<file path="config.mk">
export PLATFORM = sky130hd
export DESIGN_NAME = if_id_stage
export DESIGN_NICKNAME = d
export VERILOG_FILES = /design/src/rtl/if_id_stage.sv
export SDC_FILE = /design/constraint.sdc
export NUM_CORES = 1
export LEC_CHECK = 0
export CAP_MARGIN = 20
export CORE_UTILIZATION = 44
export CTS_CLUSTER_SIZE = 28
export DETAILED_ROUTE_END_ITERATION = 8
export PLACE_DENSITY_LB_ADDON = 0.12
export SYNTH_ARGS = -nofsm -noshare
export SYNTH_HDL_FRONTEND = slang
export SYNTH_SLANG_ARGS = --single-unit
</file>
<file path="constraint.sdc">
create_clock -name clk -period 4.75 [get_ports clk]
set_input_delay 0.95 -clock clk [delete_from_list [all_inputs] [get_ports clk]]
set_output_delay 0.95 -clock clk [all_outputs]
set_load 0.01 [all_outputs]
</file>
<file path="src/rtl/if_id_stage.sv">
// rtl/if_id_stage.sv - next-PC selection and IF/ID pipeline register with squash FSM
module if_id_stage #(
    parameter logic [31:0] RESET_PC      = 32'h0000_0000,
    parameter int          FLUSH_BUBBLES = 1,
    parameter logic [31:0] NOP_INSTR     = 32'h0000_0000
) (
    input  logic        clk,
    input  logic        rst,
    input  logic [31:0] pc_in,
    input  logic [31:0] instr_in,
    input  logic        stall,
    input  logic        flush,
    input  logic        branch_taken,
    input  logic [31:0] branch_target,
    input  logic        jump,
    input  logic [25:0] jump_target,
    output logic [31:0] next_pc,
    output logic [31:0] if_id_pc,
    output logic [31:0] if_id_pc_plus4,
    output logic [31:0] if_id_instr,
    output logic        if_id_valid,
    output logic        squashing
);

    typedef enum logic {RUN, SQUASH} state_t;

    // Bubbles still owed after the redirect edge itself inserted the first one.
    localparam logic [2:0] RELOAD = 3'(FLUSH_BUBBLES - 1);

    state_t      state, state_nx;
    logic [2:0]  cnt, cnt_nx;
    logic [31:0] pc_nx, pc_plus4_nx, instr_nx;
    logic        valid_nx;
    logic [31:0] pc_in_plus4;
    logic        redirect;

    assign pc_in_plus4 = pc_in + 32'd4;
    assign redirect    = jump | branch_taken | flush;
    assign squashing   = (state == SQUASH);

    // Next fetch address: jump beats branch beats stall beats sequential.
    always_comb begin
        next_pc = pc_in_plus4;
        if (jump)
            next_pc = {pc_in_plus4[31:28], jump_target, 2'b00};
        else if (branch_taken)
            next_pc = branch_target;
        else if (stall)
            next_pc = pc_in;
    end

    // Squash FSM and IF/ID register next values: redirect > squash > stall > normal.
    always_comb begin
        state_nx    = state;
        cnt_nx      = cnt;
        pc_nx       = if_id_pc;
        pc_plus4_nx = if_id_pc_plus4;
        instr_nx    = if_id_instr;
        valid_nx    = if_id_valid;
        if (redirect) begin
            instr_nx = NOP_INSTR;
            valid_nx = 1'b0;
            if (FLUSH_BUBBLES > 1) begin
                state_nx = SQUASH;
                cnt_nx   = RELOAD;
            end else begin
                state_nx = RUN;
                cnt_nx   = 3'd0;
            end
        end else if (state == SQUASH) begin
            instr_nx = NOP_INSTR;
            valid_nx = 1'b0;
            if (!stall) begin
                cnt_nx = cnt - 3'd1;
                if (cnt == 3'd1)
                    state_nx = RUN;
            end
        end else if (!stall) begin
            pc_nx       = pc_in;
            pc_plus4_nx = pc_in_plus4;
            instr_nx    = instr_in;
            valid_nx    = 1'b1;
        end
    end

    // State, squash count and IF/ID register, synchronous reset.
    always_ff @(posedge clk) begin
        if (rst) begin
            state          <= RUN;
            cnt            <= 3'd0;
            if_id_pc       <= RESET_PC;
            if_id_pc_plus4 <= RESET_PC + 32'd4;
            if_id_instr    <= NOP_INSTR;
            if_id_valid    <= 1'b0;
        end else begin
            state          <= state_nx;
            cnt            <= cnt_nx;
            if_id_pc       <= pc_nx;
            if_id_pc_plus4 <= pc_plus4_nx;
            if_id_instr    <= instr_nx;
            if_id_valid    <= valid_nx;
        end
    end

endmodule
</file>
==> results.toml <==
[worst_setup_path]
crit_required_ps = 3800
crit_path_start_kind = "primary input"
crit_arrival_ps = 3680
cp-end-kind = "output pin"
path_max_fanout = 11
path_class = "in2out"
regToRegSetupSlack_ps = 3000

[routing]
vias = 5665
drtAntennaViolNets = 0
first_pass_iters = 6
drc_errors = 26
drt-total-wl_um = 18700
wire_per_inst_um = 18.0
viasPerCell = 5.45
first_iter_violations = 301

[logic_synthesis]
synth_top_area_cell = "dfxtp_1"
synth.most_common_cell = "dfxtp_1"
synth_compound_area_frac = 0.147
synth_area_leaders = "dfxtp_1 38%, mux2i_1 8.0%, nand2_1 7.0%, nor2_1 6.4%, xnor2_1 5.4%"
ys_types = 53
yosys-top-cells-count = "99 x dfxtp_1, 98 x nand2_1, 89 x nor2_1, 45 x a21oi_1, 45 x clkbuf_1"
yosys.area_share.simple = 0.249
synth_flop_cell = "dfxtp_1"
synth_nets = 781
synthXorXnorAreaFrac = 0.0820
yosysSeqAreaShare = 0.379
synth_edf_count = 0
syn_avg_cell_area_um2 = 8.05
synthArstFlopShare = 0
synth_area_um2 = 5230
synth_fa_ha_area_frac = 0.00717
synth_top_family_by_area = "simple AND/OR/NAND/NOR gates"
synthMuxAreaShare = 0.0825
syn_inst = 650
yosys_warnings = 0
synth-seq-cells = 99
synth.top_cell.area_share = 0.379

[clock_tree]
cts_tree = "done"
insertion_delay_ps = 350
root_buffer = "clkbuf_16"
htreeDepth = 3
clock-sinks = 99
cts_resized = 0
holdBufCountCts = 0
clock_path_buffers = 2
cts_buffers = 9
postCtsSetupRepairBufs = 0
clk_pin_slew_ps = 60

[sta]
finalSetupTns_ps = 0
hold_viol = 0
relSlewSlack = 0.522
setup_violations = 0
grt_setup_unrepaired = "false"
fmax_mhz = 216
post-route-period-util = 0.975
maxSlewViolCount = 0
fin_crit_ps = 4630
tightestPinTransition_ps = 717
holdWs_ps = 453
fin_worst_skew_ps = 6.96

[die]
fp.dieW_um = 111
rows = 39
initial_utilization = 0.454
fp.dieArea_um2 = 12300
die_h_um = 111
num_io_pins = 258
core_um2 = 11500

[power]
vdd_drop_max_mv = 0.219
power_w = 0.00203
pwr_density_cell_nw_per_um2 = 244
cellLeakagePower_nw = 2.89

[run_status]
violations = "DRC"
outcome = "finished with violations"

[finish]
nets = 1022
drive_gt1_frac = 0.0837
area_growth_pct = 58.6
utilization = 0.721
fin_area_um2 = 8300
diodes = 0

[placement]
io_buffer_count = 257
gp_congestion = 0.941
placed_area_um2 = 7980
dp_hpwl_um = 14400

[min_path]
hold_class = "reg2reg"

[run]
drv_cap = 0

[global_route]
gr-total-overflow = 0
grt_max_degree = 63
grt_pass1_wl_um = 29300
antenna_found_initial = 0
track_usage = 0.304
grt_pass1_vias = 5768
## path summary, 6_finish.rpt
kind	end	cells after the start	from
max reg2reg	if_id_pc[18]	4	squashing
min	if_id_valid	2	if_id_valid
min reg2reg	if_id_valid	2	if_id_valid
max	next_pc[28]	8	pc_in[3]
## sequential cells by signal, indices dropped and copies added, names as in the netlist
| name | flops |
|---|---|
| cnt | 3 |
| if_id_instr | 32 |
| if_id_pc | 32 |
| if_id_pc_plus4 | 30 |
| if_id_valid | 1 |
| squashing | 1 |
## per-layer routing
layer  track usage  vias up  wire, um
met4         0.196        0      1030
met5             0        -         0
met2         0.514      242      8860
li1              -     2727         -
met3        0.0886       59      1390
met1         0.332     2637      7380
## critical path: stages
cell	delay (ps)
clkdlybuf4s50_1	520
ha_1	230
nand3_2	120
or4_4	650
nor4_4	320
a21boi_1	200
o31a_1	150
clkdlybuf4s50_1	530
## cells by family after synthesis
logic type | Yosys count
buffers and inverters | 67
multiplexers | 43
flip-flops | 99
AND/OR/NAND/NOR | 266
XOR/XNOR | 49
adder cells (fa/ha/maj) | 3
AO/OA/AOI/OAI | 123
## through the flow
stage / setup slack, ps / std cells
2_1_floorplan: 1200 / 650
5_1_grt: 9.91 / 1039
4_1_cts: 120 / 1038
3_3_place_gp: 184 / 1022
6_report: 117 / 1039
3_5_place_dp: 121 / 1022
## cell usage in the layout, fill, tap and decap left out, types with 3 or more instances in the layout
cell type,n
o21ai_1,8
and4_1,3
a21oi_1,45
nor4_2,7
nor3_2,3
a31oi_1,3
ha_1,3
clkdlybuf4s50_1,255
a211oi_1,26
dfxtp_1,99
nor3_1,10
nor2b_1,4
clkbuf_16,9
xor2_1,17
a22oi_1,11
nor2_1,89
xnor2_1,32
buf_4,35
inv_1,4
nand2_1,98
or4_1,3
or2_1,3
nand3_1,11
o21ai_0,12
o22ai_1,5
nor3b_1,3
mux2i_1,42
or3_1,4
nand4_1,9
o31a_1,4
## power by group
group	leakage, nW	switching, W	internal (W)	total, W
clock	0.146	0.000322	0.000425	0.000747
combinational	1.95	0.000190	0.000235	0.000425
sequential	0.801	0.00000920	0.000847	0.000856
total	2.89	0.000522	0.00151	0.00203
## layout make-up
class                           instances  area, um^2
Fill cell                             942        3210
Multi-Input combinational cell        484        2980
Clock buffer                           11         243
Tap cell                              143         179
Inverter                                4        15.0
Clock inverter                          5        60.1
Timing Repair Buffer                  293        2840
Sequential cell                        99        1980
(Power assumes the default switching activity.)
